## src/rtl/minilab_pkg.sv

```systemverilog
// rtl/minilab_pkg.sv - shared types and widths for the matrix fetch engine
package minilab_pkg;

  // Fetch sequencer states
  typedef enum logic [2:0] {
    IDLE   = 3'd0,
    REQ    = 3'd1,
    WAIT   = 3'd2,
    UNPACK = 3'd3,
    DONE   = 3'd4
  } fetch_state_t;

  localparam int MEM_DATA_W     = 64;
  localparam int BYTE_W         = 8;
  localparam int BYTES_PER_WORD = 8;
  localparam int BYTE_IDX_W     = $clog2(BYTES_PER_WORD);

endpackage

```

## src/rtl/fetch_unpack.sv

```systemverilog
// rtl/fetch_unpack.sv - 64-bit word holder that hands out its bytes MSB-first
module fetch_unpack
  import minilab_pkg::*;
(
  input  logic                  clk,
  input  logic                  rst,
  input  logic                  load,
  input  logic [MEM_DATA_W-1:0] load_data,
  input  logic                  advance,
  output logic [BYTE_W-1:0]     byte_out,
  output logic                  last_byte
);

  logic [MEM_DATA_W-1:0] data_q, data_d;
  logic [BYTE_IDX_W-1:0] idx_q, idx_d;

  // Next-state: a load restarts at the top byte, advance steps to the next byte, otherwise hold
  always_comb begin
    data_d = data_q;
    idx_d  = idx_q;
    if (load) begin
      data_d = load_data;
      idx_d  = '0;
    end else if (advance) begin
      idx_d = idx_q + 1'b1;
    end
  end

  // Register the word and the byte index
  always_ff @(posedge clk) begin
    if (rst) begin
      data_q <= '0;
      idx_q  <= '0;
    end else begin
      data_q <= data_d;
      idx_q  <= idx_d;
    end
  end

  // Select the current byte, index 0 being bits 63:56
  always_comb begin
    byte_out  = data_q[(MEM_DATA_W-1) - BYTE_W*int'(idx_q) -: BYTE_W];
    last_byte = (idx_q == BYTE_IDX_W'(BYTES_PER_WORD-1));
  end

endmodule

```

## src/rtl/mem_fetch.sv

```systemverilog
// rtl/mem_fetch.sv - fetches NUM_ROWS A words plus one B word and scatters their bytes into FIFOs; FETCH_PERF_EN adds a busy-cycle counter
module mem_fetch
  import minilab_pkg::*;
#(
  parameter int          NUM_ROWS  = 8,
  parameter logic [31:0] BASE_ADDR = 32'd0
) (
  input  logic                  clk,
  input  logic                  rst,
  input  logic                  start,
  output logic [31:0]           address,
  output logic                  read,
  input  logic                  waitrequest,
  input  logic [MEM_DATA_W-1:0] readdata,
  input  logic                  readdatavalid,
  input  logic [NUM_ROWS:0]     fifo_full,
  output logic [NUM_ROWS:0]     fifo_wren,
  output logic [BYTE_W-1:0]     fifo_wdata,
  output logic                  busy,
  output logic                  done
`ifdef FETCH_PERF_EN
  ,
  output logic [15:0]           fetch_cycles
`endif
);

  localparam int IDX_W = $clog2(NUM_ROWS + 1);

  fetch_state_t     state_q, state_d;
  logic [31:0]      address_q, address_d;
  logic             read_q, read_d;
  logic             busy_q, busy_d;
  logic             done_q, done_d;
  logic [IDX_W-1:0] word_idx_q, word_idx_d;

  logic             load;
  logic             advance;
  logic [BYTE_W-1:0] byte_out;
  logic             last_byte;

  fetch_unpack u_unpack (
    .clk       (clk),
    .rst       (rst),
    .load      (load),
    .load_data (readdata),
    .advance   (advance),
    .byte_out  (byte_out),
    .last_byte (last_byte)
  );

  // FIFO write strobe: only the current row, only while unpacking, never into a full FIFO
  always_comb begin
    fifo_wren = '0;
    for (int i = 0; i <= NUM_ROWS; i++) begin
      fifo_wren[i] = (state_q == UNPACK) && (word_idx_q == IDX_W'(i)) && !fifo_full[i];
    end
    fifo_wdata = (state_q == UNPACK) ? byte_out : '0;
  end

  // Sequencer next-state and registered-output values
  always_comb begin
    state_d    = state_q;
    address_d  = address_q;
    read_d     = read_q;
    busy_d     = busy_q;
    done_d     = 1'b0;
    word_idx_d = word_idx_q;
    load       = 1'b0;
    advance    = 1'b0;
    case (state_q)
      IDLE: begin
        if (start) begin
          state_d    = REQ;
          read_d     = 1'b1;
          address_d  = BASE_ADDR;
          word_idx_d = '0;
          busy_d     = 1'b1;
        end
      end
      REQ: begin
        if (!waitrequest) begin
          state_d = WAIT;
          read_d  = 1'b0;
        end
      end
      WAIT: begin
        if (readdatavalid) begin
          load    = 1'b1;
          state_d = UNPACK;
        end
      end
      UNPACK: begin
        advance = |fifo_wren;
        if (advance && last_byte) begin
          if (word_idx_q == IDX_W'(NUM_ROWS)) begin
            state_d = DONE;
            busy_d  = 1'b0;
            done_d  = 1'b1;
          end else begin
            word_idx_d = word_idx_q + 1'b1;
            address_d  = BASE_ADDR + 32'(word_idx_q) + 32'd1;
            read_d     = 1'b1;
            state_d    = REQ;
          end
        end
      end
      DONE: begin
        state_d = IDLE;
      end
      default: begin
        state_d = IDLE;
        read_d  = 1'b0;
        busy_d  = 1'b0;
      end
    endcase
  end

  // Sequencer state and output registers; reset overrides everything
  always_ff @(posedge clk) begin
    if (rst) begin
      state_q    <= IDLE;
      address_q  <= '0;
      read_q     <= 1'b0;
      busy_q     <= 1'b0;
      done_q     <= 1'b0;
      word_idx_q <= '0;
    end else begin
      state_q    <= state_d;
      address_q  <= address_d;
      read_q     <= read_d;
      busy_q     <= busy_d;
      done_q     <= done_d;
      word_idx_q <= word_idx_d;
    end
  end

  assign address = address_q;
  assign read    = read_q;
  assign busy    = busy_q;
  assign done    = done_q;

`ifdef FETCH_PERF_EN
  logic [15:0] cyc_q, cyc_d;

  // Busy-cycle counter: cleared by an accepted start, saturating, frozen once idle
  always_comb begin
    cyc_d = cyc_q;
    if (state_q == IDLE && start) begin
      cyc_d = '0;
    end else if (busy_q && cyc_q != 16'hFFFF) begin
      cyc_d = cyc_q + 16'd1;
    end
  end

  // Register the busy-cycle count
  always_ff @(posedge clk) begin
    if (rst) begin
      cyc_q <= '0;
    end else begin
      cyc_q <= cyc_d;
    end
  end

  assign fetch_cycles = cyc_q;
`endif

endmodule

```

## config.mk

```make
export PLATFORM = sky130hd
export DESIGN_NAME = mem_fetch
export DESIGN_NICKNAME = d
export VERILOG_FILES = /design/src/rtl/minilab_pkg.sv /design/src/rtl/fetch_unpack.sv /design/src/rtl/mem_fetch.sv
export SDC_FILE = /design/constraint.sdc
export NUM_CORES = 1
export LEC_CHECK = 0
export BUFFER_PORTS_ARGS = -buffer_cell sky130_fd_sc_hd__buf_2
export CAP_MARGIN = 10
export CORE_MARGIN = 1.5
export CORE_UTILIZATION = 55
export CTS_BUF_LIST = sky130_fd_sc_hd__clkbuf_4
export DETAILED_ROUTE_END_ITERATION = 6
export GPL_ROUTABILITY_DRIVEN = 0
export PLACE_DENSITY = 0.95
export SYNTH_ARGS = -nofsm -noshare
export SYNTH_HDL_FRONTEND = slang
export SYNTH_SLANG_ARGS = --single-unit
```

## constraint.sdc

```tcl
create_clock -name clk -period 3.2 [get_ports clk]
set_clock_uncertainty 0.15 [all_clocks]
set_input_delay 0.16 -clock clk [delete_from_list [all_inputs] [get_ports clk]]
set_output_delay 0.16 -clock clk [all_outputs]
set_load 0.05 [all_outputs]
```

* Word level (Yosys, flattened, before mapping)
Index checks and enable logic that the tools add are counted.
Widths: inputs -> output; s select.
** Word-level totals
- Register bits after elaboration :: 109
** Operators by class
- Bitwise logic cells :: 4
- Add/subtract/negate cells :: 4
- Reductions and logical operators :: 40
- Equal/unequal tests :: 19
- Shift-type cells :: 1
- Multiplexer cells :: 27
** Operators with widths (count)
- $mux 32 :: 3
- $shiftx 71x32->8 :: 1
- $pmux 32 s2 :: 1
- $logic_and 1x1->1 :: 19
- $eq 4x3->1 const B :: 4
- $mux 3 :: 5
- $mux 4 :: 3
- $pmux 3 s4 :: 1
- $reduce_and 4->1 :: 3
- $mux 1 :: 10
- $logic_not 1->1 :: 9
- $reduce_or 9->1 :: 1
- $eq 4x2->1 const B :: 2
- $mux 8 :: 1
- $ne 2x2->1 const B :: 4
- $pmux 4 s2 :: 1
- $sub 6x6->7 const A :: 1
- $eq 3x2->1 const B :: 2
- $eq 3x3->1 const B :: 2
- $reduce_or 3->1 :: 2
- $add 4x1->5 const B :: 1
- $reduce_and 5->1 :: 1
- $add 4x1->4 const B :: 1
- $eq 4x1->1 const B :: 1
- other kinds (11) :: 16

* Logic depth before layout (Yosys ltp)
Gate-level depths: netlist (run 1).
- Word-level depth :: 7
- Gate-level depth with buffers :: 8
- Depth with buffers taken out :: 8

* By module
A second synthesis (run 1) with hierarchy kept.
** Second synthesis, totals
- Cell total of the unflattened synthesis :: 389
- Area total of the unflattened synthesis :: 4020.1 µm²
** Modules (own cells, without submodules)
- fetch_unpack :: seq. area each 1341.3 µm², instances 1, area each 2906.5 µm², cells an instance 247
- mem_fetch :: seq. area each 220.2 µm², instances 1, area each 1113.6 µm², cells an instance 142

* Worst setup path before layout (run 1)
Ideal clock, no wire load.
- Kind :: reg2reg
- Start point :: register word_idx_q[0]
- End point :: register word_idx_q[1]
- Stages on the path, launching flop included :: 9
- Setup slack :: 796 ps
- Arrival time :: 2183 ps
- Cell sequence :: dfxtp_1 > inv_1 > ha_1 > nand2b_1 > nand3_1 > o311a_1 > o311a_1 > nand2b_1 > a21oi_1
** Between the ends
- Word-level cells in the longest chain between the ends :: 7
** Ends and longest elaborated chain
- from (decl) :: line mem_fetch.sv:34 : logic [IDX_W-1:0] word_idx_q, word_idx_d;
- from (signal assigned) :: line mem_fetch.sv:133 : word_idx_q <= word_idx_d;
- $eq 4x1->1 (tied with other cells) :: line mem_fetch.sv:55 : fifo_wren[i] = (state_q == UNPACK) && (word_idx_q == IDX_W'(i)) && !fifo_full[i];
- $logic_and 1x1->1 (2 in series) :: line mem_fetch.sv:55
- $reduce_or 9->1 :: line mem_fetch.sv:93 : advance = |fifo_wren;
- $logic_and 1x1->1 :: line mem_fetch.sv:94 : if (advance && last_byte) begin
- $ne 2x1->1 (no line)
- $reduce_and 4->1 (no line)
Parallel ways exist; a longest one is shown, timed or not. The select of a mux whose other input is x is not followed.
A chain may end at the register's enable or synchronous reset.

* Worst setup path after layout (run 1)
- Start point :: register word_idx_q[0]
- End point :: register state_q[0]
** Between the ends
- Word-level cells in the longest chain between the ends :: 7
** Ends and longest elaborated chain
- $eq 4x1->1 (tied with other cells) :: line mem_fetch.sv:55
- $logic_and 1x1->1 (2 in series) :: line mem_fetch.sv:55
- $reduce_or 9->1 :: line mem_fetch.sv:93
- $logic_and 1x1->1 :: line mem_fetch.sv:94
- $ne 2x1->1 (no line)
- $reduce_and 4->1 (no line)
- to (signal assigned) :: line mem_fetch.sv:128 : state_q <= state_d;
- to (decl) :: line mem_fetch.sv:29 : fetch_state_t state_q, state_d;
Parallel ways exist; a longest one is shown, timed or not. The select of a mux whose other input is x is not followed.

==> impl_summary.txt, run 1 <==
----------------------------------------------------
[Status]
  Status ... finished, final reports clean

[Timing]
  Total negative setup slack ... 0 ps
  Unrepaired setup endpoints after global routing ... false
  Endpoints failing setup ... 0
  Min Hold Slack ... 52.3 ps
  Ratio of final minimum period to clock period ... 0.849
  Slew at the pin closest to its max-slew limit ... roughly 1100 ps
  Max Clock Freq ... approximately 0.37 GHz
  Relative max-transition margin ... 0.293
  Worst setup margin ... between 400 and 500 ps
  Final-report max-slew violation count ... 0
  Fin crit period ... about 2700 ps
  Final Hold Vio Count ... 0

[Floorplan]
  Std cell rows ... 30
  Die Ht ... 86.3 µm
  Die outline area ... 7450 µm²
  Count of pins on the block boundary ... between 100 and 150
  Die extent in x ... about 86 µm
  Core footprint ... 6760 µm²
  Effective utilization at floorplan ... 0.565

[Placement]
  Port Buffers ... 102
  HPWL after detailed placement ... roughly 6000 µm
  Setup slack at placement ... roughly 800 ps

[Clocking]
  H-tree levels ... 3
  Gates resized, CTS repair ... 0
  Clock-pin slew reported for the worst setup and hold paths after clock tree synthesis ... ~130 ps
  Clock sink count ... 78
  CTS max path bufs ... 2
  Skew-Pair Late Insertion Delay ... around 420 ps
  Root buf cell ... sky130_fd_sc_hd__clkbuf_4
  Setup bufs post-CTS ... 0
  CTS tree ... yes
  Number of buffers created by CTS ... 9

[Synth]
  Post-synthesis register bit count ... slightly below 80
  Syn Std Cell Area ... approximately 3800 µm²
  Async SR Flop Fraction ... 0
  Primary FF master, synth ... sky130_fd_sc_hd__dfxtp_1
  Total of warnings raised by yosys ... 0
  Number of synthesized flops with an enable pin ... 0
  Instance count of the mapped netlist ... roughly 460
  Mean cell area of the mapped netlist ... just over 8 µm²
  Number of distinct library cell variants in the gate-level netlist after synthesis ... 41
  Sequential share of the synthesized area ... 0.409

[Worst setup path]
  CP startpoint kind ... register
  Start of the worst register-to-register path ... word_idx_q[0]
  Worst-path fanout max ... 6
  Worst Reg-to-Reg Cells ... 9
  Classification of the worst setup path ... reg2reg
  Setup crit end kind ... register
  Cell-by-cell listing of the critical path ... inv_1 > ha_1 > nand2b_1 > nand3_1 > o311a_1 > nor2_1 > a21oi_1 > a211oi_1 > dlygate4sd3_1
  Worst Setup EP ... state_q[0]
  Register-to-register setup slack ... ~480 ps
  Start point of the critical path ... word_idx_q[0]
  Worst stage delay on the critical path ... a little under 600 ps
  Critical Path Slowest Stage Cell ... sky130_fd_sc_hd__dlygate4sd3_1
  Reg-to-Reg End ... state_q[0]
  CP Data Required Time ... 3430 ps
  Data arrival, critical path ... slightly below 3000 ps

[GRT]
  Congestion Overflow GR ... 0
  Pin count of the biggest net entering global routing ... a little under 70
  Global-route wire length before repair ... roughly 17000 µm
  Number of antenna violations at the first check in global routing ... 0
  GRT Util Overall ... 0.292
  Via count of the first global-routing pass ... roughly 3700

[Finish]
  Area overhead of the layout relative to synthesis ... 31.3%
  Antenna diode count ... 0
  Most frequent cells in the layout ... sky130_fd_sc_hd__nand2_1 (134), sky130_fd_sc_hd__buf_2 (102), sky130_fd_sc_hd__dfxtp_1 (78)
  Most common cell after layout, fill and taps aside ... sky130_fd_sc_hd__nand2_1
  # nets final ... approximately 700
  Share of layout cells above drive strength 1 ... 0.235

[Power and ir drop]
  Ratio of total power to cell area ... about 380 nW/µm²
  Worst ir drop on vdd ... between 0.3 and 0.4 mV
  Leakage ... between 2 and 2.5 nW

[Drt]
  Residual antenna-violating net count after detailed routing ... 0
  Number of search-and-repair iterations in the first detailed-routing pass ... 5
  Starting DRC count in detailed routing ... 260
  Post-route DRC violation count ... 0
  Wire length per cell after detailed routing ... approximately 15 µm
  Vias ... approximately 3800
  Total wire length after detailed routing ... ~11000 µm
  Vias/cell ... about 5.4

[Job]
  Max-cap viol count ... 0

[Hold path]
  Worst hold-check path type ... in2reg

----------------------------------------------------
==> synthesized netlist by cell type (2+ instances only) <==
cell type	number	area, µm²
sky130_fd_sc_hd__or3_1	4	25.0
sky130_fd_sc_hd__buf_2	10	50.1
sky130_fd_sc_hd__nor2b_1	6	37.5
sky130_fd_sc_hd__buf_4	27	203
sky130_fd_sc_hd__ha_1	6	75.1
sky130_fd_sc_hd__dfxtp_1	78	1560
sky130_fd_sc_hd__clkbuf_1	19	71.3
sky130_fd_sc_hd__buf_1	2	7.51
sky130_fd_sc_hd__o311a_1	2	20.0
sky130_fd_sc_hd__a21oi_1	71	355
sky130_fd_sc_hd__and3_1	3	18.8
sky130_fd_sc_hd__mux4_2	16	360
sky130_fd_sc_hd__nand2b_1	9	56.3
sky130_fd_sc_hd__o21ai_1	2	10.0
sky130_fd_sc_hd__a31oi_1	2	12.5
sky130_fd_sc_hd__nand3_1	4	20.0
sky130_fd_sc_hd__inv_1	7	26.3
sky130_fd_sc_hd__nor2_1	21	78.8
sky130_fd_sc_hd__o21ai_0	2	10.0
sky130_fd_sc_hd__xnor2_1	2	17.5
sky130_fd_sc_hd__mux2i_1	10	100
sky130_fd_sc_hd__nand2_1	134	503
sky130_fd_sc_hd__nor3_1	6	30.0
==> routing by layer <==
metal | global-route usage | up-vias | share of wire | wire length (µm)
met5 | 0 | - | 0 | 0
met4 | 0.125 | 0 | 0.027 | 289
met3 | 0.0648 | 33 | 0.067 | 718
met2 | 0.542 | 181 | 0.53 | 5640
met1 | 0.321 | 1767 | 0.38 | 4090
li1 | - | 1798 | - | -
==> flip-flops by register name (all words and copies together), names as in the netlist <==
signal	flops
word_idx_q	3
state_q	3
address	2
u_unpack.idx_q	3
busy	1
read	1
u_unpack.data_q	64
done	1
==> per-stage QoR <==
stage	cell area, µm²	total power, mW	cells	utilization
finish	5010	1.88	698	0.742
floorplan	3910	1.25	487	-
global route	5010	1.95	698	0.742
CTS	5010	1.86	698	0.742
global placement	4230	1.29	615	0.626
detailed placement	4230	1.30	615	0.626
==> critical path, delay by kind of cell, from the launching register on <==
kind            cells  cell delay [ps]
compound gates      3              660
fa+ha+maj           1              260
buf+inv             2              670
flops               1              440
simple gates        3              500
==> timing repair <==
item	in CTS	in global routing
hold buffers	67	0
endpoints found under the hold margin	66	0
endpoints found under the setup margin	0	0
==> kinds of logic after synthesis <==
group	after synthesis	share of synthesized area
multiplexers	27	0.124
adder cells (fa/ha/maj)	6	0.0197
flip-flops	78	0.409
buffers and inverters	65	0.0938
other	1	0.000983
XOR/XNOR	2	0.00459
AND/OR/NAND/NOR	196	0.224
AO/OA/AOI/OAI	86	0.124
==> worst min-delay path by stage <==
stage            startpoint             endpoint  slack, ps  cells past startpoint
5_1_grt               start                 busy         70                      4
3_5_place_dp   readdata[15]  u_unpack.data_q[15]        260                      3
6_report              start                 busy         50                      4
3_3_place_gp   readdata[40]  u_unpack.data_q[40]        250                      3
4_1_cts               start                 busy         40                      4
2_1_floorplan   readdata[0]   u_unpack.data_q[0]        150                      2
==> power breakdown <==
part / leakage (nW) / switching, mW / total (mW) / internal, mW
registers: 0.631 / 0.0238 / 1.02 / 0.998
clock network: 0.0602 / 0.358 / 0.524 / 0.166
logic: 1.33 / 0.197 / 0.336 / 0.139
total: 2.03 / 0.578 / 1.88 / 1.30
==> final cells by class <==
cell class	instances	area, µm²
clock buffers	10	75.1
repair buffers	173	1210
inverters	7	26.3
fillers	468	1740
multi-input cells	344	2000
clock inverters	6	37.5
flip-flops and latches	78	1560
well taps	80	100
Power figures use the tool's default switching activity.
==> run 2, diff against run 1 <==
--- a/config.mk
+++ b/config.mk
@@ -8,11 +8,11 @@
 export BUFFER_PORTS_ARGS = -buffer_cell sky130_fd_sc_hd__buf_2
 export CAP_MARGIN = 10
 export CORE_MARGIN = 1.5
-export CORE_UTILIZATION = 55
+export CORE_UTILIZATION = 47
 export CTS_BUF_LIST = sky130_fd_sc_hd__clkbuf_4
 export DETAILED_ROUTE_END_ITERATION = 6
 export GPL_ROUTABILITY_DRIVEN = 0
-export PLACE_DENSITY = 0.95
+export PLACE_DENSITY = 0.87
 export SYNTH_ARGS = -nofsm -noshare
 export SYNTH_HDL_FRONTEND = slang
 export SYNTH_SLANG_ARGS = --single-unit
==> constraint.sdc (replaced) <==
create_clock -name clk -period 2.26 [get_ports clk]
set_clock_uncertainty 0.15 [all_clocks]
set_input_delay 0.113 -clock clk [delete_from_list [all_inputs] [get_ports clk]]
set_output_delay 0.113 -clock clk [all_outputs]
set_load 0.05 [all_outputs]
==> run 2 against run 1 <==
Clock power is 66% higher; sequential power is 41% higher; clock-buffer cell count unchanged; via count increased by 1.2%; design area rose by 5.2%; critical path depth down 4; sequential share of layout area down 1.3 points; critical path type is now reg2out.
==> impl_summary.txt, run 2 (synthesis gave the netlist of run 1 again) <==
----------------------------------------------------
[Finish]
  Share of the core filled with cells ... 0.675
  Area overhead of the layout relative to synthesis ... 38.2%
  Filler instances ... 560
  # nets final ... 710
  Most common cell after layout, fill and taps aside ... sky130_fd_sc_hd__nand2_1
  Most frequent cells in the layout ... sky130_fd_sc_hd__nand2_1 (134), sky130_fd_sc_hd__buf_2 (97), sky130_fd_sc_hd__dfxtp_1 (72)
  Cell area after layout ... between 5000 and 6000 µm²
  Share of layout cells above drive strength 1 ... 0.263
  Fin cells ... 733
  Antenna diode count ... 0
  Number of flip-flops in the largest register ... 64
  Most flops, register ... u_unpack.data_q

[GRT]
  Pin count of the biggest net entering global routing ... 68
  Via count of the first global-routing pass ... ~3700
  GRT Util Overall ... 0.252
  Congestion Overflow GR ... 0
  Global-route wire length before repair ... between 15000 and 20000 µm
  Number of antenna violations at the first check in global routing ... 0

[Timing]
  Worst setup margin ... between 70 and 80 ps
  Total negative setup slack ... 0 ps
  Slew at the pin closest to its max-slew limit ... roughly 600 ps
  Ratio of final minimum period to clock period ... 0.965
  Fin crit period ... roughly 2200 ps
  Endpoints failing setup ... 0
  Unrepaired setup endpoints after global routing ... true
  Final-report max-slew violation count ... 0
  Min Hold Slack ... between 200 and 300 ps
  Final Hold Vio Count ... 0
  Max Clock Freq ... around 0.46 GHz
  Relative max-transition margin ... 0.592

[Drt]
  Residual antenna-violating net count after detailed routing ... 0
  Max layer used ... met4
  Routed wl met2 ... 5820 µm
  Wire length on met3 ... around 730 µm
  Number of search-and-repair iterations in the first detailed-routing pass ... 5
  Wire length per cell after detailed routing ... approximately 15 µm
  Post-route DRC violation count ... 0
  Vias/cell ... approximately 5.2
  Vias ... approximately 3800
  Starting DRC count in detailed routing ... around 200
  Metal-1 WL ... 4210 µm
  Total wire length after detailed routing ... approximately 11000 µm

[Placement]
  Number of instances in the placed design ... about 640
  Port Buffers ... 102
  Cell area after placement ... 4310 µm²
  Setup slack at placement ... 158 ps
  HPWL after detailed placement ... between 6000 and 7000 µm

[Floorplan]
  Effective utilization at floorplan ... 0.489
  Die Ht ... 93.1 µm
  Die outline area ... roughly 8700 µm²
  Std cell rows ... 32
  Count of pins on the block boundary ... 130
  Die extent in x ... 93.1 µm
  Core footprint ... between 7000 and 8000 µm²

[Clocking]
  H-tree levels ... 3
  CTS tree ... yes
  Number of buffers created by CTS ... 9
  Clock-pin slew reported for the worst setup and hold paths after clock tree synthesis ... roughly 140 ps
  Clock sink count ... 78
  Skew-Pair Late Insertion Delay ... between 400 and 500 ps
  CTS max path bufs ... 2
  Root buf cell ... sky130_fd_sc_hd__clkbuf_4

[Worst setup path]
  Setup crit end kind ... output port
  Critical Path Slowest Stage Cell ... sky130_fd_sc_hd__mux4_2
  Worst stage delay on the critical path ... approximately 500 ps
  Classification of the worst setup path ... reg2out
  Worst-path fanout max ... 8
  Number of buffer and inverter instances along the worst setup path ... 2
  Worst path top cell family by delay ... multiplexers
  Cell-by-cell listing of the critical path ... clkbuf_16 > mux4_2 > mux2i_1 > nor2_1 > buf_2
  CP Data Required Time ... around 2000 ps
  CP startpoint kind ... register
  Data arrival, critical path ... 1920 ps

[Power and ir drop]
  Total power of the final layout ... roughly 2.8 mW
  Switch share ... 0.294
  Leakage ... roughly 2.1 nW
  Combinational Power Share ... 0.177
  Net switching power ... just over 0.8 mW
  Part of the power in the clock network ... 0.309
  Worst ir drop on vdd ... 0.483 mV
  Sequential share of power ... 0.514
  Ratio of total power to cell area ... 533 nW/µm²
  Internal power ... around 2.0 mW

[Status]
  Status ... finished, final reports clean

[Hold path]
  Worst hold-check path type ... in2reg

[Job]
  Max-cap viol count ... 0

----------------------------------------------------
-- run 2: cell count changes in the layout (fill, tap and decap cells not counted), moves of 2 or more --
cell,before,now
sky130_fd_sc_hd__dfxtp_1,78,72
sky130_fd_sc_hd__buf_12,0,3
sky130_fd_sc_hd__buf_4,4,15
sky130_fd_sc_hd__clkinv_4,0,2
sky130_fd_sc_hd__dfxtp_2,0,4
sky130_fd_sc_hd__clkinvlp_4,2,0
sky130_fd_sc_hd__dfxtp_4,0,2
sky130_fd_sc_hd__buf_6,0,2
sky130_fd_sc_hd__buf_2,102,97
-- run 2: final timing paths --
path / startpoint / end / slack [ps] / depth (start not counted)
max: u_unpack.idx_q[0] / fifo_wdata[0] / 80 / 5
max reg2reg: word_idx_q[0] / address[3] / 140 / 8
min reg2reg: u_unpack.data_q[62] / u_unpack.data_q[62] / 310 / 2
min: readdata[48] / u_unpack.data_q[48] / 300 / 4
-- run 2: timing repair --
item | 4_1_cts | 5_1_grt
cloned | 0 | 1
endpoints found under the setup margin | 10 | 10
gates resized for setup | 9 | 17
setup buffers | 0 | 6
hold endpoints to repair | 70 | 0
hold buffers | 68 | 0
pin swaps | 0 | 1
-- run 2: final cells by class --
cell class                      instances  area [µm²]  share of cell area
Clock buffer                           10        75.1              0.0142
Clock inverter                          6        70.1              0.0133
Inverter                                7        26.3             0.00498
Multi-Input combinational cell        344        2010               0.382
Sequential cell                        78        1570               0.298
Tap cell                              102         128              0.0242
Timing Repair Buffer                  186        1390               0.263
-- run 2: tightest hold or removal path, stage by stage --
cell and delay [ps]:
sky130_fd_sc_hd__dlygate4sd3_1 530, sky130_fd_sc_hd__buf_2 120, sky130_fd_sc_hd__nand2_1 40, sky130_fd_sc_hd__a21oi_1 50
-- run 2: power groups by stage --
| stage | registers (mW) | logic, mW | clock network (mW) |
|---|---|---|---|
| floorplan | 1.48 | 0.299 | 0 |
| global placement | 1.47 | 0.372 | 0 |
| detailed placement | 1.47 | 0.379 | 0 |
| CTS | 1.44 | 0.470 | 0.886 |
| global route | 1.45 | 0.531 | 0.943 |
| finish | 1.44 | 0.496 | 0.870 |
-- run 2: per-layer routing --
metal,global-route usage,up-vias
li1,-,1830
met1,0.281,1794
met2,0.471,179
met3,0.0561,20
met4,0.0795,0
met5,0,-
